<file path="src/rtl/ifetch_queue.sv">
// Instruction fetch front end: sequential PC, credit-limited IMEM requests, in-order prefetch queue.
// Optional same-cycle response bypass when the queue is empty: define IFETCH_BYPASS_EN.
module ifetch_queue #(
   parameter logic [31:0] RESET_PC  = 32'h0000_0000,
   parameter int          DEPTH     = 4,
   parameter logic [31:0] NOP_INSTR = 32'h0000_0013
) (
   input  logic        CLK,
   input  logic        RST,
   output logic        IMEM_REQ_VALID,
   input  logic        IMEM_REQ_READY,
   output logic [13:0] IMEM_ADDR,
   input  logic        IMEM_RSP_VALID,
   input  logic [31:0] IMEM_RSP_DATA,
   input  logic        REDIRECT,
   input  logic [31:0] REDIRECT_PC,
   input  logic        DEC_READY,
   output logic        FD_VALID,
   output logic [31:0] FD_PC,
   output logic [31:0] FD_NEXTPC,
   output logic [31:0] FD_IR
);

   localparam int PW = (DEPTH > 1) ? $clog2(DEPTH) : 1;
   localparam int CW = PW + 1;
   localparam int SW = PW + 2;
   // Drop counter is one bit wider: repeated redirects against a slow memory can
   // leave more than DEPTH stale responses pending.
   localparam int DW = PW + 2;

   typedef logic [PW-1:0] ptr_t;
   typedef logic [CW-1:0] cnt_t;
   typedef logic [DW-1:0] drp_t;

   logic [31:0] pc_q;
   logic [31:0] q_pc    [DEPTH];
   logic [31:0] q_ir    [DEPTH];
   logic [31:0] tag_mem [DEPTH];
   ptr_t        rd_ptr, wr_ptr, tag_rd, tag_wr;
   cnt_t        count, outstanding;
   drp_t        drop;

   logic [31:0] reset_pc_al, redirect_pc_al;
   logic [SW-1:0] credit_sum;
   logic        q_empty, req_fire, rsp_drop, rsp_take, rsp_any;
   logic        bypass, push_q, pop_q;

   assign reset_pc_al    = RESET_PC & ~32'd3;
   assign redirect_pc_al = REDIRECT_PC & ~32'd3;

   // Request channel: a word read transfers on a cycle where IMEM_REQ_VALID and
   // IMEM_REQ_READY are both high; while VALID is high without READY, IMEM_ADDR holds.
   assign credit_sum     = SW'(count) + SW'(outstanding);
   assign IMEM_REQ_VALID = !RST && !REDIRECT && (credit_sum < SW'(DEPTH));
   assign IMEM_ADDR      = pc_q[15:2];
   assign req_fire       = IMEM_REQ_VALID && IMEM_REQ_READY;

   assign q_empty  = (count == '0);
   assign rsp_drop = IMEM_RSP_VALID && (drop != '0);
   assign rsp_take = IMEM_RSP_VALID && (drop == '0) && (outstanding != '0);
   assign rsp_any  = IMEM_RSP_VALID && ((drop != '0) || (outstanding != '0));

`ifdef IFETCH_BYPASS_EN
   assign bypass = q_empty && rsp_take && !REDIRECT;
`else
   assign bypass = 1'b0;
`endif

   // A bypassed word taken by decode the same cycle never enters the queue.
   assign push_q = rsp_take && !(bypass && DEC_READY);
   assign pop_q  = !q_empty && DEC_READY;

   always_ff @(posedge CLK or posedge RST) begin
      if (RST) begin
         pc_q        <= reset_pc_al;
         rd_ptr      <= '0;
         wr_ptr      <= '0;
         tag_rd      <= '0;
         tag_wr      <= '0;
         count       <= '0;
         outstanding <= '0;
         drop        <= '0;
      end else if (REDIRECT) begin
         pc_q        <= redirect_pc_al;
         rd_ptr      <= wr_ptr;
         tag_rd      <= tag_wr;
         count       <= '0;
         outstanding <= '0;
         drop        <= drop + DW'(outstanding) - DW'(rsp_any);
      end else begin
         if (req_fire) begin
            pc_q   <= pc_q + 32'd4;
            tag_wr <= tag_wr + ptr_t'(1);
         end
         if (rsp_take) tag_rd <= tag_rd + ptr_t'(1);
         if (push_q)   wr_ptr <= wr_ptr + ptr_t'(1);
         if (pop_q)    rd_ptr <= rd_ptr + ptr_t'(1);
         count       <= count + cnt_t'(push_q) - cnt_t'(pop_q);
         outstanding <= outstanding + cnt_t'(req_fire) - cnt_t'(rsp_take);
         drop        <= drop - DW'(rsp_drop);
      end
   end

   // Storage needs no reset: occupancy is tracked entirely by the counters above.
   always_ff @(posedge CLK) begin
      if (req_fire) tag_mem[tag_wr] <= pc_q;
      if (push_q && !REDIRECT) begin
         q_pc[wr_ptr] <= tag_mem[tag_rd];
         q_ir[wr_ptr] <= IMEM_RSP_DATA;
      end
   end

   always_comb begin
      FD_VALID = 1'b0;
      FD_PC    = 32'd0;
      FD_IR    = NOP_INSTR;
      if (!q_empty) begin
         FD_VALID = 1'b1;
         FD_PC    = q_pc[rd_ptr];
         FD_IR    = q_ir[rd_ptr];
      end else if (bypass) begin
         FD_VALID = 1'b1;
         FD_PC    = tag_mem[tag_rd];
         FD_IR    = IMEM_RSP_DATA;
      end
   end

   assign FD_NEXTPC = FD_PC + 32'd4;

endmodule

</file>
<file path="config.mk">
export PLATFORM = sky130hd
export DESIGN_NAME = ifetch_queue
export DESIGN_NICKNAME = d
export VERILOG_FILES = /design/src/rtl/ifetch_queue.sv
export SDC_FILE = /design/constraint.sdc
export NUM_CORES = 1
export LEC_CHECK = 0
export ABC_AREA = 1
export CAP_MARGIN = 5
export CORE_ASPECT_RATIO = 1.4
export CORE_UTILIZATION = 58
export CTS_CLUSTER_DIAMETER = 120
export DETAILED_ROUTE_END_ITERATION = 10
export PLACE_DENSITY = 0.81
export SYNTH_ARGS = -nofsm -noshare
export SYNTH_HDL_FRONTEND = slang
export SYNTH_SLANG_ARGS = --single-unit
</file>
<file path="constraint.sdc">
create_clock -name CLK -period 5.55 [get_ports CLK]
set_input_delay 1.3875 -clock CLK [delete_from_list [all_inputs] [get_ports CLK]]
set_output_delay 1.3875 -clock CLK [all_outputs]
set_load 0.005 [all_outputs]
</file>
# Word level (Yosys, flattened, before mapping)
# Memories as Yosys holds them, arrays and structs flattened.
# Cells that the tools add are included.
# totals
ram_bits	384
regBits	50
n_memories	3
out_inout_bits	112
inputBits	70
elab_cells	65
# mem_list
memory	depth	width	read_ports	rd_ports_with_merged_regs	wr	line_no	text
q_ir	4	32	1	0	1	37	logic [31:0] q_ir [DEPTH];
q_pc	4	32	1	0	1	36	logic [31:0] q_pc [DEPTH];
tag_mem	4	32	1	0	1	38	logic [31:0] tag_mem [DEPTH];
# op_classes
muxes	16
bitwise_logic	1
order_cmp	1
n_addsub	14
n_reduce_logical	22
# op_table
op	n
$mux 32	4
$add 32x3->32 const B	2
$logic_and 1x1->1	9
$add 2x1->2 const B	4
$mux 2	4
$sub 4x1->4	2
$add 3x1->3	2
$mux 3	2
$reduce_bool 2->1	3
$sub 3x1->3	2
$mux 1	5
$add 3x3->4	1
$add 4x3->4	1
$logic_not 4->1	1
$lt 4x3->1 const B	1
$mux 4	1
$reduce_and 2->1	2
$reduce_bool 4->1	1
$logic_not 1->1	3
$logic_not 3->1	1
$reduce_bool 3->1	1
$logic_or 1x1->1	1
$not 1->1	1

# Logic depth before layout (Yosys ltp)
# logic_depth
depth_word	7
mapped_depth	13

# Least setup slack after synthesis
# Ideal clock, no wire load.
# synth_timing
path_type	input port to flip-flop
from	in IMEM_RSP_VALID
to	mem q_ir[0][0], enable pin
setup_ps	482
arrival_ps	4546
cell_stages	4
required_time_ps	5068
n_path_buf	0
path_slack_ps	521
path_cell_list	inv_1 > nor3_1 > nand2_1 > nor2_1
# synth_between
elab_chain_cells	5
# synth_rtl
element	line_no	text
start, declared	13	input logic IMEM_RSP_VALID,
$logic_and 1x1->1 (2 in series)	60	assign rsp_take = IMEM_RSP_VALID && (drop == '0) && (outstanding != '0);
$logic_and 1x1->1	107	if (push_q && !REDIRECT) begin
$mux 1	107	
$mux 1 (not written as such)	109	q_ir[wr_ptr] <= IMEM_RSP_DATA;
end, declared	37	
# Every way passes these cells.

# Worst setup path after layout
# layout_timing
from	reg rd_ptr[0]
to	out FD_NEXTPC[28]
# layout_between
elab_chain_cells	3
# layout_rtl
element	line_no	text
start, declared	39	ptr_t rd_ptr, wr_ptr, tag_rd, tag_wr;
start signal, assigned	85	rd_ptr <= wr_ptr;
start signal, assigned	97	if (pop_q) rd_ptr <= rd_ptr + ptr_t'(1);
$mem_v2 4x32	-	
$mux 32	117	if (!q_empty) begin
$add 32x3->32	128	assign FD_NEXTPC = FD_PC + 32'd4;
end, declared	20	output logic [31:0] FD_NEXTPC,
# Every way passes these cells.

==> flow_summary_export.csv <==
group,metric,value,unit
outcome,status,"finished clean",
setup_path,worst_setup_path_end_kind,"output port",
cells_and_area,layout-drive-gt1-share,9.32,%
setup_path,crit_buf_inv,3,
yosys,netlist_area,18900,µm²
timing,max_freq,197,MHz
global_route,gr-total-overflow,0,
clock_tree,cts_buffers,40,
setup_path,critPathKind,"flop to output port",
setup_path,slowest_stage,"dfrtp_4",
global_route,grt_busiest_layer,"met2",
cells_and_area,diodes,0,
route,antenna_left,0,
timing,relSlewSlack,39.8,%
clock_tree,cts_root_buf,"clkbuf_16",
yosys,yosysWarnings,0,
yosys,synth_edf_count,368,
clock_tree,htreeDepth,2,
setup_path,required,4.16,ns
timing,maxSlewViolCount,0,
floorplanning,start_util,59.4,%
floorplanning,ios,182,
timing,hold_viol,0,
route,drc,0,
clock_tree,insertion_delay,0.55,ns
yosys,synthArstFlopShare,11.5,%
run,cap_violations,0,
setup_path,arrival,3.68,ns
global_route,grt_max_degree,100,
global_route,grt_pass1_vias,13160,
timing,worstMarginPinSlew,0.901,ns
clock_tree,cts_resized,0,
floorplanning,rows,77,
floorplanning,die-area,33300,µm²
placement,globalplace.congestion,0.969,
timing,min_period,5.07,ns
yosys,ys_types,42,
route,via_per_inst,5.62,
timing,fin_setup_tns,0,ns
setup_path,cp-start-kind,"flop",
yosys,synth_ff_type,"edfxtp_1",
floorplanning,die_h,215,µm
clock_tree,hold_buffers,0,
route,drt-total-wl,43.1,mm
global_route,grtUsageMet2,45.9,%
clock_tree,clk_pin_slew,0.06,ns
route,wl_per_cell,18.3,µm
route,routed-via-count,13205,
timing,setup_viol,0,
cells_and_area,final_nets,2018,
clock_tree,cts_setup_buffers,0,
global_route,met1_usage,31.7,%
yosys,synth.avg_cell_area,10.6,µm²
setup_path,slowest_delay,0.63,ns
global_route,grtUsageTotal,26.0,%
placement,hpwl,27.2,mm
yosys,seq_area_frac_synth,64.9,%
setup_path,crit_top_cell,"nand2_1",
route,first_pass_iters,5,
global_route,antenna_found_initial,0,
yosys,synth-seq-cells,416,
timing,fin_skew,0.0213,ns
timing,finalCritPeriodShare,91.4,%
global_route,grt_pass1_wl,67.4,mm
cells_and_area,syn2layout_area_growth,17.7,%
power_and_ir_drop,powerDensity,487,nW/µm²
floorplanning,coreArea,31800,µm²
clock_tree,cts_tree,"yes",
clock_tree,clockBufferDepth,3,
min_path,hp-class,"flop to flop",
floorplanning,die_w,154,µm
timing,rsz0062_at_grt,"false",
power_and_ir_drop,vdd_drop_max,0.000256,V
cells_and_area,fillers,2180,
setup_path,cp_cell_sequence,"inv_2, buf_12, nand2_1, nand3_2, nand2_2, nor2_4, nand2_2, nor2_4, nand2_1, nor2_1, nand3_1, nand2_1, clkdlybuf4s50_1",
yosys,synthCells,1774,
clock_tree,clkSinkCount,416,
setup_path,path_delay_family,"simple AND/OR/NAND/NOR gates",
power_and_ir_drop,p_leak,8.23,nW
placement,port_buffers,175,
setup_path,worstPathMaxFanout,73,
route,drt_iter0_markers,1068,
global_route,use_met3,4.26,%
power_and_ir_drop,total_power,10.8,mW
## cells in the mapped netlist (21+ instances only)
library cell	instances	area (µm²)
nor2_2	23	144
o22ai_1	30	188
nand3_1	100	500
clkbuf_1	35	131
o21ai_0	142	711
edfxtp_1	368	11100
a21oi_1	43	215
dfrtp_1	48	1200
buf_2	21	105
nor2_1	281	1050
ha_1	24	300
buf_4	23	173
inv_1	111	417
nand2_1	348	1310
xor2_1	27	236
## worst register-to-register path: stages (launching register included)
cell and delay (ns):
dfrtp_1 0.47, ha_1 0.32, nand3_1 0.08, nand2_1 0.07, nor3_2 0.15, nand2_1 0.07
buf_4 0.23, ha_1 0.30, inv_1 0.05, ha_1 0.13, inv_1 0.05, fa_1 0.37
o21ai_0 0.17, a21oi_1 0.07
## path summary, 6_finish.rpt
| kind | startpoint | end | slack (ns) | cells past startpoint |
|---|---|---|---|---|
| worst max-delay path | rd_ptr[0]$_DFFE_PP0P_ | FD_NEXTPC[28] | 0.48 | 13 |
| worst min-delay path | pc_q[19]$_DFFE_PP0N_ | tag_mem[2][19]$_DFFE_PP_ | 0.56 | 0 |
| worst max register to register | outstanding[1]$_DFF_PP0_ | outstanding[2]$_DFF_PP0_ | 2.90 | 13 |
| worst min register to register | pc_q[19]$_DFFE_PP0N_ | tag_mem[2][19]$_DFFE_PP_ | 0.56 | 0 |
| max in group asynchronous | RST | rd_ptr[0]$_DFFE_PP0P_ | 3.67 | 3 |
| min in group asynchronous | RST | pc_q[4]$_DFFE_PP0N_ | 1.37 | 3 |
## cell type report
| type | instances | area (µm²) | share of cell area (%) |
|---|---|---|---|
| flip-flops and latches | 416 | 12300 | 55.1 |
| repair buffers | 198 | 2000 | 9.00 |
| clock inverters | 18 | 185 | 0.833 |
| well taps | 395 | 494 | 2.22 |
| inverters | 128 | 485 | 2.18 |
| multi-input cells | 1137 | 5670 | 25.5 |
| clock buffers | 56 | 1130 | 5.09 |
## placed cells by master (no fill, tap or decap), types with 3 or more instances in the layout
cell type,instances
dfrtp_1,46
clkbuf_1,10
a21oi_1,43
o311ai_0,6
nor2_2,27
xor2_1,27
o21ai_0,142
clkdlybuf4s50_1,175
fa_1,3
nor3_1,12
bufinv_16,3
inv_1,110
ha_1,24
nor2_1,273
o21ai_1,4
edfxtp_1,368
o22ai_1,30
clkbuf_8,5
clkinv_2,3
conb_1,4
inv_2,16
nand2_1,348
clkbuf_16,41
xnor2_1,7
clkinv_1,6
o211ai_1,14
nand4_1,10
inv_6,5
nand2_2,16
buf_12,6
nand3_2,13
nand3_1,100
nor2_4,21
buf_4,17
## metal layers
metal	vias to the layer above	routed length, µm	part of all wire (%)
met5	-	0	0
met4	0	1340	3.1
met3	90	2800	6.5
met2	510	22000	51
met1	6303	16900	39
li1	6302	-	-
## power by group
part | leakage, nW | switching, mW | internal, mW
clock | 0.639 | 1.14 | 1.58
combinational | 3.70 | 2.49 | 1.67
sequential | 3.89 | 0.196 | 3.74
## registers in the layout, summed over array words and instances, names as in the netlist
register and count:
tag_wr 2, outstanding 3, wr_ptr 2, q_pc 120, drop 4, tag_rd 2, q_ir 128, count 3
tag_mem 120, rd_ptr 2, pc_q 30
## cells by family (layout without fill, tap and decap cells)
kind of cell | Yosys count | in the layout | synth area share, %
and+or+nand+nor | 828 | 828 | 19.2
DFF | 416 | 416 | 64.9
AOI/OAI and AO/OA | 243 | 243 | 6.99
buffers and inverters | 224 | 400 | 5.33
xor gates and xnor gates | 34 | 34 | 1.58
adders and majority gates | 27 | 27 | 1.91
other | 1 | 4 | 0.0199
muxes | 1 | 1 | 0.0530
## per-stage QoR
step           utilization, %  hold WS, ns  std cells  instance area, µm²  setup slack (ns)
2_1_floorplan               -        0.496       1777               18900             0.521
3_3_place_gp             65.8        0.532       2274               20900              1.12
3_5_place_dp             65.8        0.559       2274               20900              1.08
4_1_cts                  69.9        0.557       2348               22200             0.491
5_1_grt                  69.9        0.587       2348               22200             0.308
6_report                 69.9        0.563       2348               22200             0.479
Note: power is estimated with default switching activity, not from simulation.
